File: config.mk
export PLATFORM = sky130hd
export DESIGN_NAME = sort4_stream_ctrl
export DESIGN_NICKNAME = d
export VERILOG_FILES = /design/src/rtl/sort4_stream_ctrl.sv
export SDC_FILE = /design/constraint.sdc
export NUM_CORES = 1
export LEC_CHECK = 0
export BUFFER_PORTS_ARGS = -buffer_cell sky130_fd_sc_hd__buf_2
export CAP_MARGIN = 20
export CORE_UTILIZATION = 54
export CTS_BUF_LIST = sky130_fd_sc_hd__clkbuf_4 sky130_fd_sc_hd__clkbuf_8 sky130_fd_sc_hd__clkbuf_16
export DETAILED_ROUTE_END_ITERATION = 10
export PLACE_DENSITY = 0.82
export SYNTH_ARGS = -nofsm -noshare
export SYNTH_HDL_FRONTEND = slang
export SYNTH_SLANG_ARGS = --single-unit
File: constraint.sdc
create_clock -name clk -period 10.65 [get_ports clk]
set_clock_uncertainty 0.05 [all_clocks]
set_input_delay 0.5325 -clock clk [delete_from_list [all_inputs] [get_ports clk]]
set_output_delay 0.5325 -clock clk [all_outputs]
set_load 0.005 [all_outputs]
File: src/rtl/sort4_stream_ctrl.sv
// Serial-to-parallel sequencer around a 4-input, 4-bit sort_4 network.
// Define SORT4_CTRL_DESC_EN to pad with 4'h0 and drain the largest value first.

module sort_4 (
  input  logic [3:0] a,
  input  logic [3:0] b,
  input  logic [3:0] c,
  input  logic [3:0] d,
  output logic [3:0] e,
  output logic [3:0] f,
  output logic [3:0] g,
  output logic [3:0] h
);
  logic [3:0] lo_ab, hi_ab, lo_cd, hi_cd, mid_x, mid_y;

  // Five-comparator network: sort pairs, take the extremes, then order the two middles.
  assign lo_ab = (a <= b) ? a : b;
  assign hi_ab = (a <= b) ? b : a;
  assign lo_cd = (c <= d) ? c : d;
  assign hi_cd = (c <= d) ? d : c;
  assign e     = (lo_ab <= lo_cd) ? lo_ab : lo_cd;
  assign mid_x = (lo_ab <= lo_cd) ? lo_cd : lo_ab;
  assign h     = (hi_ab <= hi_cd) ? hi_cd : hi_ab;
  assign mid_y = (hi_ab <= hi_cd) ? hi_ab : hi_cd;
  assign f     = (mid_x <= mid_y) ? mid_x : mid_y;
  assign g     = (mid_x <= mid_y) ? mid_y : mid_x;
endmodule

module sort4_stream_ctrl (
  input  logic       clk,
  input  logic       rst,
  input  logic       in_valid,
  input  logic [3:0] in_data,
  input  logic       in_last,
  output logic       in_ready,
  output logic       out_valid,
  output logic [3:0] out_data,
  output logic       out_last,
  input  logic       out_ready,
  output logic       busy
);

`ifdef SORT4_CTRL_DESC_EN
  localparam logic [3:0] PAD = 4'h0;
`else
  localparam logic [3:0] PAD = 4'hF;
`endif

  typedef enum logic [1:0] {LOAD, SORT, DRAIN} state_t;

  state_t     state_q, state_d;
  logic [2:0] cnt_q, cnt_d;
  logic [1:0] idx_q, idx_d;
  logic [3:0] slot_q [4];
  logic [3:0] slot_d [4];
  logic [3:0] obuf_q [4];
  logic [3:0] obuf_d [4];
  logic       in_ready_q, in_ready_d;
  logic       out_valid_q, out_valid_d;
  logic [3:0] out_data_q, out_data_d;
  logic       out_last_q, out_last_d;
  logic       busy_q, busy_d;
  logic [3:0] srt_e, srt_f, srt_g, srt_h;

  sort_4 u_sort (
    .a(slot_q[0]),
    .b(slot_q[1]),
    .c(slot_q[2]),
    .d(slot_q[3]),
    .e(srt_e),
    .f(srt_f),
    .g(srt_g),
    .h(srt_h)
  );

  function automatic logic [1:0] drain_sel(input logic [1:0] i);
`ifdef SORT4_CTRL_DESC_EN
    return ~i;
`else
    return i;
`endif
  endfunction

  always_comb begin
    state_d = state_q;
    cnt_d   = cnt_q;
    idx_d   = idx_q;
    slot_d  = slot_q;
    obuf_d  = obuf_q;

    case (state_q)
      LOAD: begin
        if (in_valid && in_ready_q) begin
          slot_d[cnt_q[1:0]] = in_data;
          cnt_d = cnt_q + 3'd1;
          if ((cnt_d == 3'd4) || in_last) begin
            state_d = SORT;
            // Pads sort to the far end, so leftovers from older groups can never surface.
            for (int i = 0; i < 4; i++) begin
              if (i >= int'(cnt_d)) slot_d[i] = PAD;
            end
          end
        end
      end
      SORT: begin
        obuf_d[0] = srt_e;
        obuf_d[1] = srt_f;
        obuf_d[2] = srt_g;
        obuf_d[3] = srt_h;
        idx_d     = 2'd0;
        state_d   = DRAIN;
      end
      DRAIN: begin
        if (out_valid_q && out_ready) begin
          if (out_last_q) begin
            cnt_d   = 3'd0;
            idx_d   = 2'd0;
            state_d = LOAD;
          end else begin
            idx_d = idx_q + 2'd1;
          end
        end
      end
      default: state_d = LOAD;
    endcase

    // Outputs are precomputed from next state so they leave the block as flops.
    in_ready_d  = (state_d == LOAD);
    out_valid_d = (state_d == DRAIN);
    busy_d      = (state_d != LOAD);
    out_data_d  = out_valid_d ? obuf_d[drain_sel(idx_d)] : 4'h0;
    out_last_d  = out_valid_d && ({1'b0, idx_d} == (cnt_d - 3'd1));
  end

  always_ff @(posedge clk) begin
    if (rst) begin
      state_q     <= LOAD;
      cnt_q       <= 3'd0;
      idx_q       <= 2'd0;
      slot_q      <= '{default: 4'h0};
      obuf_q      <= '{default: 4'h0};
      in_ready_q  <= 1'b1;
      out_valid_q <= 1'b0;
      out_data_q  <= 4'h0;
      out_last_q  <= 1'b0;
      busy_q      <= 1'b0;
    end else begin
      state_q     <= state_d;
      cnt_q       <= cnt_d;
      idx_q       <= idx_d;
      slot_q      <= slot_d;
      obuf_q      <= obuf_d;
      in_ready_q  <= in_ready_d;
      out_valid_q <= out_valid_d;
      out_data_q  <= out_data_d;
      out_last_q  <= out_last_d;
      busy_q      <= busy_d;
    end
  end

  // Both handshake strobes are held off for every cycle that reset is asserted.
  assign in_ready  = in_ready_q & ~rst;
  assign out_valid = out_valid_q & ~rst;
  assign out_data  = out_data_q;
  assign out_last  = out_last_q;
  assign busy      = busy_q;

endmodule

==> results of run 1 <==
==> cells by family (layout without fill, tap and decap cells) <==
logic type,Yosys count,in the layout,synth area share (%)
AOI/OAI and AO/OA,97,97,20.9
and+or+nand+nor,97,97,14.7
muxes,51,51,16.7
DFF,47,47,29.6
buffers and inverters,43,58,5.11
adders and majority gates,29,29,11.4
xor gates and xnor gates,6,6,1.65
==> layer usage <==
layer,vias to the layer above,GRT usage [%],part of all wire (%)
li1,1362,-,-
met1,1266,29.5,45
met2,59,42.8,49
met3,14,4.71,3.6
met4,0,10.2,1.9
met5,-,0,0
==> synthesized netlist by cell type, drive strengths merged (6+ instances only) <==
cell	number
dfxtp	47
mux2i	47
a21oi	43
nor2	41
inv	31
ha	28
nand2	21
o21ai	18
clkbuf	8
nor2b	8
a211oi	6
nor3	6
==> state kept, by name (all words and copies together) (netlist names), 2 cells and up <==
register / flops
slot_q: 16
obuf_q: 16
out_data: 4
state_q: 2
cnt_q: 3
idx_q: 2
==> stage by stage <==
stage	total power, mW	instances	utilization, %	worst slack [ns]	cell area, um2
global placement	0.760	449	59.3	5.43	3320
finish	0.921	457	61.1	5.08	3430
detailed placement	0.785	449	59.3	5.21	3320
CTS	0.913	457	61.1	5.14	3430
global route	0.984	457	61.1	4.74	3430
floorplan	0.687	370	-	5.75	3180
==> area by class of cell <==
| cell class | count | area, um2 |
|---|---|---|
| fillers | 484 | 2180 |
| multi-input cells | 280 | 2080 |
| flip-flops and latches | 47 | 941 |
| inverters | 32 | 120 |
| clock buffers | 7 | 96.3 |
| repair buffers | 18 | 95.1 |
| well taps | 72 | 90.1 |
| clock inverters | 1 | 7.51 |
==> power by group through the flow <==
stage	clock [mW]	combinational [mW]	sequential, mW
floorplan	0	0.469	0.218
global placement	0	0.537	0.224
detailed placement	0	0.560	0.225
CTS	0.124	0.569	0.221
global route	0.132	0.628	0.225
finish	0.124	0.576	0.221
==> worst min-delay path, cell delays in order, from the launching register on <==
cell and delay (ns):
dfxtp_1 0.32, nor2_1 0.08, a211oi_1 0.05
==> final timing paths <==
check,startpoint,end,slack [ns]
max,slot_q[1],out_data[3],5.08
min,obuf_q[11],obuf_q[11],0.44
max reg2reg,slot_q[1],out_data[3],5.08
min reg2reg,obuf_q[11],obuf_q[11],0.44
==> impl_results.md, run 1 <==
* Status: completed
* DRT iter0 DRCs at 153
* Hold Buf Count CTS at 0
* Pwr/cell area at 269 mW/mm2
* F_max at 180 MHz
* Final WL at 7.10 mm
* Clock Tree Root: clkbuf_8
* Placeable Area at 0.00561 mm2
* Element type at the critical path end: register
* Buf/Inv on CP at 2
* Hold Path Class: register to register
* Setup TNS at 0 ns
* Vias at 2701
* Post-detail-place hpwl at 5.27 mm
* CTS Buffer Depth at 2
* CP max FO at 12
* Most frequent cells in the layout: dfxtp_1, mux2i_1, nor2_1
* Startpoint Class: register
* Die X at 78.8 um
* # DRC at 0
* Nets at 421
* Crit-path slowest cell: a41oi_1
* Clock power share at 13.4%
* Yosys warning total at 0
* Worst-Skew Late Latency at 0.31 ns
* Sequential-to-total area share from yosys stat at 29.6%
* Critical path's top delay family: compound AO/OA/AOI/OAI gates
* GRT overflow at 0
* Slew @ Worst Pin at 0.721 ns
* Syn_area_per_cell at 8.60 um2
* Slowest stage delay, CP at 0.55 ns
* Largest net degree at the start of global routing at 41
* IO Count at 17
* Pre-antenna DRT Iters at 4
* Worst vdd ir at 0.159 mV
* GRT Total Usage at 24.6%
* CTS tree: done
* Hold slack at 0.442 ns
* First-pass GRT wire length at 11.9 mm
* Switch Pwr at 0.424 mW
* PostCTS Resize Cnt at 0
* CP Data Required Time at 10.79 ns
* Max_cap viols at 0
* N_diodes at 0
* Post-Syn Area at 0.00318 mm2
* Switching Fraction at 46.0%
* RSZ-0062 raised after global routing: no
* Vias per cell at 5.91
* Crit path arrival time at 5.71 ns
* Worst Hold Depth at 2
* Yosys top cell area share at 29.6%
* Leak pwr at 1.57 nW
* Die H at 78.8 um
* Synthesized netlist net count at 407
* Ratio of cells with drive above 1 in the final layout at 11.9%
* P_int at 0.497 mW
* Leading post-synthesis cells by cell area: dfxtp_1, mux2i_1, ha_1
* Crit Path Category: register to register
* Port bufs at 16
* RePlAce Congestion at 0.832
* Critical path depth at 22
* Initial antenna violation count at 0
* Synth cell types at 61
* EDFF count, synth at 0
* Syn Inst Count at 370
* Final Hold Violating Endpoints at 0
* Asr flop ratio synth at 0%
* Post-CTS Setup Inserts at 0
* Full die area at 0.00620 mm2
* Reg power frac at 24.0%
* Pins Over Slew Limit at 0
* # rows at 27
* Routed len/inst at 15.5 um
* Comb power frac at 62.6%
* Crit path cell chain: inv_1 -> ha_1 -> nor2b_1 -> o211ai_1 -> a21oi_2 -> mux2i_1 -> ha_1 -> a21oi_1 -> a21oi_1 -> maj3_2 -> a22oi_4 -> mux2i_1 -> inv_1 -> ha_1 -> nor2b_1 -> o21ai_0 -> nand2b_1 -> a21oi_1 -> a41oi_1 -> mux2i_1 -> nor3b_1 -> a311oi_1
* Vias in the first global route at 2636
* Dominant cell type by area after synthesis: dfxtp_1
* Seq cells post-synth at 47
* Setup-failing EPs final at 0
* Clk sink count at 47
* Effective utilization at floorplan at 56.7%
* Num CTS Buffers at 5
* Synthesis-to-finish area growth at 7.75%
* Slew HR at 51.3%
* Final period utilization at 52.3%
* H-tree depth at 2
* Most common cell after layout, fill and taps aside: dfxtp_1
* Reg clk slew, reported paths at 0.09 ns
* Reg2Reg Depth at 22
* Synth Flop Type: dfxtp_1
* Tmin final at 5.57 ns
* DRT antenna net count at 0
Power figures use the tool's default switching activity.
==> inputs of run 2 (changes only) <==
--- a/config.mk
+++ b/config.mk
@@ -10,7 +10,7 @@
 export CORE_UTILIZATION = 54
 export CTS_BUF_LIST = sky130_fd_sc_hd__clkbuf_4 sky130_fd_sc_hd__clkbuf_8 sky130_fd_sc_hd__clkbuf_16
 export DETAILED_ROUTE_END_ITERATION = 10
-export PLACE_DENSITY = 0.82
+export PLACE_DENSITY = 0.85
 export SYNTH_ARGS = -nofsm -noshare
 export SYNTH_HDL_FRONTEND = slang
 export SYNTH_SLANG_ARGS = --single-unit
==> constraint.sdc (replaced) <==
create_clock -name clk -period 4.8 [get_ports clk]
set_clock_uncertainty 0.05 [all_clocks]
set_input_delay 0.24 -clock clk [delete_from_list [all_inputs] [get_ports clk]]
set_output_delay 0.24 -clock clk [all_outputs]
set_load 0.005 [all_outputs]
==> run 2 against run 1 <==
Against the previous run:
- final area rose by 17%
- critical path depth rose by 1
- critical path type unchanged
- power rose to 3.2 times the previous value
- highest routed layer unchanged
- worst hold slack got worse by 0.20 ns
- die area did not move
==> impl_results.md, run 2 (same netlist as run 1, synthesis figures left out) <==
* Reg clk slew, reported paths at 0.08 ns (was 0.09 ns)
* Vias at 3165 (was 2701)
* Die X at 78.8 um (unchanged)
* Pins Over Slew Limit at 0 (unchanged)
* Pwr/cell area at 734 mW/mm2 (was 269 mW/mm2)
* Vias per cell at 6.41 (was 5.91)
* Nets at 458 (was 421)
* Post-DP Area at 0.00352 mm2 (was 0.00332 mm2)
* # DRC at 0 (unchanged)
* Hold slack at 0.241 ns (was 0.442 ns)
* Element type at the critical path end: register (unchanged)
* Num CTS Buffers at 5 (unchanged)
* N_diodes at 0 (unchanged)
* Most common cell after layout, fill and taps aside: nor2_1 (was dfxtp_1)
* Setup-failing EPs final at 0 (unchanged)
* Crit Path Category: register to register (unchanged)
* Worst R2R Setup Slack at 0.02 ns (was 5.08 ns)
* Placeable Area at 0.00561 mm2 (unchanged)
* Max_cap viols at 0 (unchanged)
* Vias in the first global route at 2818 (was 2636)
* Largest net degree at the start of global routing at 41 (unchanged)
* Post-route design area at 0.00403 mm2 (was 0.00343 mm2)
* Leak pwr at 1.77 nW (was 1.57 nW)
* GRT Total Usage at 26.7% (was 24.6%)
* Status: completed (unchanged)
* Die H at 78.8 um (unchanged)
* Slew @ Worst Pin at 0.769 ns (was 0.721 ns)
* IO Count at 17 (unchanged)
* Setup TNS at 0 ns (unchanged)
* First-pass GRT wire length at 13.1 mm (was 11.9 mm)
* # rows at 27 (unchanged)
* Routed len/inst at 18.7 um (was 15.5 um)
* Crit path cell chain: inv_1 -> ha_4 -> and4_4 -> a21oi_4 -> nor2_1 -> a21oi_2 -> inv_1 -> ha_1 -> nand2_2 -> nor2_1 -> o21ai_1 -> o311ai_4 -> nor3_4 -> mux2_2 -> ha_1 -> o21ai_2 -> nand2b_1 -> a21oi_2 -> a41oi_2 -> buf_4 -> mux2i_2 -> and3_1 -> a211oi_2 (was inv_1 -> ha_1 -> nor2b_1 -> o211ai_1 -> a21oi_2 -> mux2i_1 -> ha_1 -> a21oi_1 -> a21oi_1 -> maj3_2 -> a22oi_4 -> mux2i_1 -> inv_1 -> ha_1 -> nor2b_1 -> o21ai_0 -> nand2b_1 -> a21oi_1 -> a41oi_1 -> mux2i_1 -> nor3b_1 -> a311oi_1)
* Crit-path slowest cell: mux2_2 (was a41oi_1)
* RePlAce Congestion at 0.834 (was 0.832)
* Pre-antenna DRT Iters at 8 (was 4)
* F_max at 209 MHz (was 180 MHz)
* CP Data Required Time at 4.93 ns (was 10.79 ns)
* Final period utilization at 99.5% (was 52.3%)
* DRT antenna net count at 0 (unchanged)
* Hold Buf Count CTS at 0 (unchanged)
* Clk sink count at 47 (unchanged)
* Ratio of cells with drive above 1 in the final layout at 32.2% (was 11.9%)
* H-tree depth at 2 (unchanged)
* Final Hold Violating Endpoints at 0 (unchanged)
* CP max FO at 5 (was 12)
* Initial antenna violation count at 0 (unchanged)
* Slowest stage delay, CP at 0.41 ns (was 0.55 ns)
* Startpoint Class: register (unchanged)
* CTS Buffer Depth at 2 (unchanged)
* CTS tree: done (unchanged)
* Full die area at 0.00620 mm2 (unchanged)
* Final WL at 9.24 mm (was 7.10 mm)
* Worst vdd ir at 0.315 mV (was 0.159 mV)
* DRT iter0 DRCs at 313 (was 153)
* Clock Tree Root: clkbuf_8 (unchanged)
* Worst-Skew Late Latency at 0.31 ns (about the same)
* Crit path arrival time at 4.91 ns (was 5.71 ns)
* Tmin final at 4.78 ns (was 5.57 ns)
* RSZ-0062 raised after global routing: yes (was no)
* Port bufs at 16 (unchanged)
* Post-detail-place hpwl at 5.81 mm (was 5.27 mm)
* Fillers at 383 (was 484)
* Slew HR at 48.8% (was 51.3%)
* Most frequent cells in the layout: nor2_1, dfxtp_1, buf_4 (was dfxtp_1, mux2i_1, nor2_1)
* Effective utilization at floorplan at 56.7% (unchanged)
* Hold Path Class: primary input to register (was register to register)
* Synthesis-to-finish area growth at 26.5% (was 7.75%)
* GRT overflow at 0 (unchanged)
==> run 2: cell count changes in the layout (fill, tap and decap cells not counted), sizes merged <==
cell	change
clkinv	+1
buf	+36
clkinvlp	-1
a21oi	+1
==> run 2: layout make-up <==
cell class | instances | area (um2) | share of cell area [%]
multi-input cells | 281 | 2400 | 59.7
flip-flops and latches | 47 | 955 | 23.7
clock inverters | 1 | 5.00 | 0.124
clock buffers | 7 | 83.8 | 2.08
well taps | 72 | 90.1 | 2.24
inverters | 32 | 120 | 2.98
repair buffers | 54 | 370 | 9.20
==> run 2: per-layer routing <==
metal,vias up,global-route usage [%],wire (um)
met3,56,4.83,606
met2,179,45.9,4510
met1,1495,32.8,3730
met4,0,10.9,383
met5,-,0,0
li1,1435,-,-
==> run 2: path summary, 6_finish.rpt <==
path	start	endpoint	depth (start not counted)
max	slot_q[11]	out_data[0]	23
min	in_data[0]	slot_q[4]	3
max reg2reg	slot_q[11]	out_data[0]	23
min reg2reg	obuf_q[11]	obuf_q[11]	2
==> run 2: timing repair <==
action / in CTS / in global routing
buffers inserted: 2 / 14
gates resized for setup: 7 / 57
gates cloned: 1 / 1
setup endpoints to repair: 9 / 12
pin swaps: 2 / 19
==> run 2: critical path: cells and delay by family (launching register included) <==
kind / cells / cell delay, ns
and+or+nand+nor: 7 / 1.06
buffers and inverters: 3 / 0.36
AOI/OAI and AO/OA: 8 / 1.12
adders and majority gates: 3 / 0.93
DFF: 1 / 0.39
muxes: 2 / 0.73
==> run 2: report_power, final <==
part / switching [mW] / internal (mW) / total [mW]
sequential: 0.0511 / 0.447 / 0.498
combinational: 1.13 / 1.07 / 2.21
clock: 0.138 / 0.114 / 0.252
==> run 2: stage by stage <==
step	std cells	setup WS, ns	total power, mW	utilization (%)
global route	494	-0.0882	3.08	71.8
detailed placement	468	-0.196	2.07	62.8
global placement	468	0.0986	1.99	62.8
CTS	479	0.00340	2.38	65.4
finish	494	0.0219	2.96	71.8
floorplan	370	0.0152	1.60	-
==> inputs of run 3 (changes only) <==
--- a/config.mk
+++ b/config.mk
@@ -7,10 +7,13 @@
 export LEC_CHECK = 0
 export BUFFER_PORTS_ARGS = -buffer_cell sky130_fd_sc_hd__buf_2
 export CAP_MARGIN = 20
-export CORE_UTILIZATION = 54
+export CELL_PAD_IN_SITES_DETAIL_PLACEMENT = 1
+export CELL_PAD_IN_SITES_GLOBAL_PLACEMENT = 2
+export CORE_UTILIZATION = 34
 export CTS_BUF_LIST = sky130_fd_sc_hd__clkbuf_4 sky130_fd_sc_hd__clkbuf_8 sky130_fd_sc_hd__clkbuf_16
 export DETAILED_ROUTE_END_ITERATION = 10
 export PLACE_DENSITY = 0.85
+export SKIP_LAST_GASP = 1
 export SYNTH_ARGS = -nofsm -noshare
 export SYNTH_HDL_FRONTEND = slang
 export SYNTH_SLANG_ARGS = --single-unit
==> run 3 against run 2 <==
Against the previous run:
- the run now ends with setup timing left
- power is 11% higher
- highest routed layer unchanged
- critical path type unchanged
- register-to-register slack worse by 0.33 ns
- sequential power is 1% lower
==> impl_results.md, run 3 (same netlist as run 1, synthesis figures left out) <==
* Nets at 474 (was 458)
* Placeable Area at 0.00889 mm2 (was 0.00561 mm2)
* Vias per cell at 5.65 (was 6.41)
* RePlAce Congestion at 0.764 (was 0.834)
* Clock power share at 7.6% (was 8.5%)
* Crit path top cell by count: nor2_1
* RSZ-0062 raised after global routing: yes (unchanged)
* Comb power frac at 77.5% (was 74.6%)
* Slew @ Worst Pin at 0.951 ns (was 0.769 ns)
* Most common cell after layout, fill and taps aside: buf_4 (was nor2_1)
* DRT iter0 DRCs at 153 (was 313)
* Die H at 98.7 um (was 78.8 um)
* Startpoint Class: register (unchanged)
* # rows at 34 (was 27)
* Clk sink count at 47 (unchanged)
* DRT antenna net count at 0 (unchanged)
* Critical path depth at 27 (was 23)
* Leak pwr at 1.86 nW (was 1.77 nW)
* Worst R2R End: out_data[1] (was out_data[0])
* Reg clk slew, reported paths at 0.09 ns (was 0.08 ns)
* Switch Pwr at 1.49 mW (was 1.32 mW)
* P_int at 1.80 mW (was 1.63 mW)
* Final Hold Violating Endpoints at 0 (unchanged)
* Fin cells at 546 (was 494)
* Setup-failing EPs final at 11 (was 0)
* CP max FO at 6 (was 5)
* Critical Path Source: slot_q[1] (was slot_q[11])
* Buf/Inv on CP at 4 (was 3)
* GRT Total Usage at 19.4% (was 26.7%)
* N_diodes at 0 (unchanged)
* H-tree depth at 2 (unchanged)
* Reg2Reg Depth at 27 (was 23)
* Max_cap viols at 0 (unchanged)
* Full die area at 0.00975 mm2 (was 0.00620 mm2)
* Most frequent cells in the layout: buf_4, dfxtp_1, nor2_1 (was nor2_1, dfxtp_1, buf_4)
* CTS Buffer Depth at 2 (unchanged)
* Pins Over Slew Limit at 0 (unchanged)
* Hold Buf Count CTS at 0 (unchanged)
* Post-route worst setup slack at -0.309 ns (was 0.0219 ns)
* Critical path's top delay family: compound AO/OA/AOI/OAI gates (unchanged)
* R2R Path Start: slot_q[1] (was slot_q[11])
* # DRC at 0 (unchanged)
* Setup TNS at -1.99 ns (was 0 ns)
* Pwr/cell area at 770 mW/mm2 (was 734 mW/mm2)
* Overall Power at 3.29 mW (was 2.96 mW)
* First-pass GRT wire length at 15.0 mm (was 13.1 mm)
* Crit path arrival time at 5.27 ns (was 4.91 ns)
* Slew HR at 35.8% (was 48.8%)
* Crit Path Category: register to register (unchanged)
* CP Data Required Time at 4.96 ns (was 4.93 ns)
* Num CTS Buffers at 5 (unchanged)
* Pre-antenna DRT Iters at 4 (was 8)
* Final period utilization at 106% (was 99.5%)
* Tmin final at 5.11 ns (was 4.78 ns)
* Port bufs at 16 (unchanged)
* Final core occ at 48.1% (was 71.8%)
* GRT overflow at 0 (unchanged)
* Worst-Skew Late Latency at 0.31 ns (about the same)
* Clock Tree Root: clkbuf_8 (unchanged)
* Ratio of cells with drive above 1 in the final layout at 35.2% (was 32.2%)
* Post-detail-place hpwl at 6.68 mm (was 5.81 mm)
* Worst R2R Setup Slack at -0.31 ns (was 0.02 ns)
* Largest net degree at the start of global routing at 41 (unchanged)
* Fillers at 1002 (was 383)
* Status: finished with violations (was completed)
* Reg power frac at 14.9% (was 16.9%)
* Element type at the critical path end: register (unchanged)
* Post-route design area at 0.00428 mm2 (was 0.00403 mm2)
* F_max at 196 MHz (was 209 MHz)
* IO Count at 17 (unchanged)
* Failing checks: setup timing
* Vias at 3084 (was 3165)
* Final WL at 11.2 mm (was 9.24 mm)
* Switching Fraction at 45.3% (was 44.8%)
* Worst vdd ir at 0.288 mV (was 0.315 mV)
* CTS tree: done (unchanged)
* Hold Path Class: primary input to register (unchanged)
* Placed cell count at 518 (was 468)
* Crit-path slowest cell: dfxtp_2 (was mux2_2)
* Post-DP Area at 0.00367 mm2 (was 0.00352 mm2)
* Slowest stage delay, CP at 0.35 ns (was 0.41 ns)
* Effective utilization at floorplan at 35.8% (was 56.7%)
* Initial antenna violation count at 0 (unchanged)
* Die X at 98.7 um (was 78.8 um)
* Routed len/inst at 20.5 um (was 18.7 um)
* Vias in the first global route at 3057 (was 2818)
* Crit path capture: out_data[1] (was out_data[0])
* Synthesis-to-finish area growth at 34.4% (was 26.5%)
run 3: area by class of cell:
cell class,count,area [um2],share of cell area (%)
Multi-Input combinational cell,280,2460,57.6
Inverter,32,120,2.81
Clock buffer,6,76.3,1.78
Sequential cell,47,950,22.2
Timing Repair Buffer,71,520,12.2
Clock inverter,2,12.5,0.292
Tap cell,108,135,3.16
run 3: power by group through the flow:
stage | Combinational, mW | Sequential, mW | Clock, mW
after global routing | 2.68 | 0.498 | 0.272
after detailed placement | 1.67 | 0.489 | 0
after global placement | 1.61 | 0.487 | 0
final | 2.55 | 0.491 | 0.250
after floorplan | 1.12 | 0.486 | 0
after CTS | 1.80 | 0.482 | 0.253
run 3: per-stage QoR:
stage | hold WS, ns | setup WS (ns)
floorplan | 0.356 | 0.0152
global placement | 0.411 | 0.0385
detailed placement | 0.417 | -0.170
CTS | 0.246 | 0.0171
global route | 0.280 | -0.496
finish | 0.253 | -0.309
run 3: tightest hold or removal path, delay by kind of cell:
kind,cells,cell delay (ns)
AOI/OAI and AO/OA,1,0.13
buffers and inverters,1,0.13
muxes,1,0.08
run 3: how the worst min path moves through the flow:
stage,startpoint,to,slack [ns],cells past startpoint
global placement,obuf_q[14],obuf_q[14],0.41,2
detailed placement,obuf_q[14],obuf_q[14],0.42,2
finish,in_data[0],slot_q[0],0.25,3
CTS,in_data[0],slot_q[0],0.25,3
floorplan,rst,state_q[0],0.36,3
global route,in_data[0],slot_q[8],0.28,3
run 3: routing by layer:
layer  GRT usage, %  routed length, um
met5              0                  0
met2           36.4               5870
met3           1.99                379
met1           23.7               4560
met4           4.82                373
run 3: what timing repair did:
item,in CTS,in global routing
gates resized for setup,11,59
buffers inserted,6,15
setup endpoints to repair,7,12
endpoints found under the hold margin,0,0
pin swaps,3,24
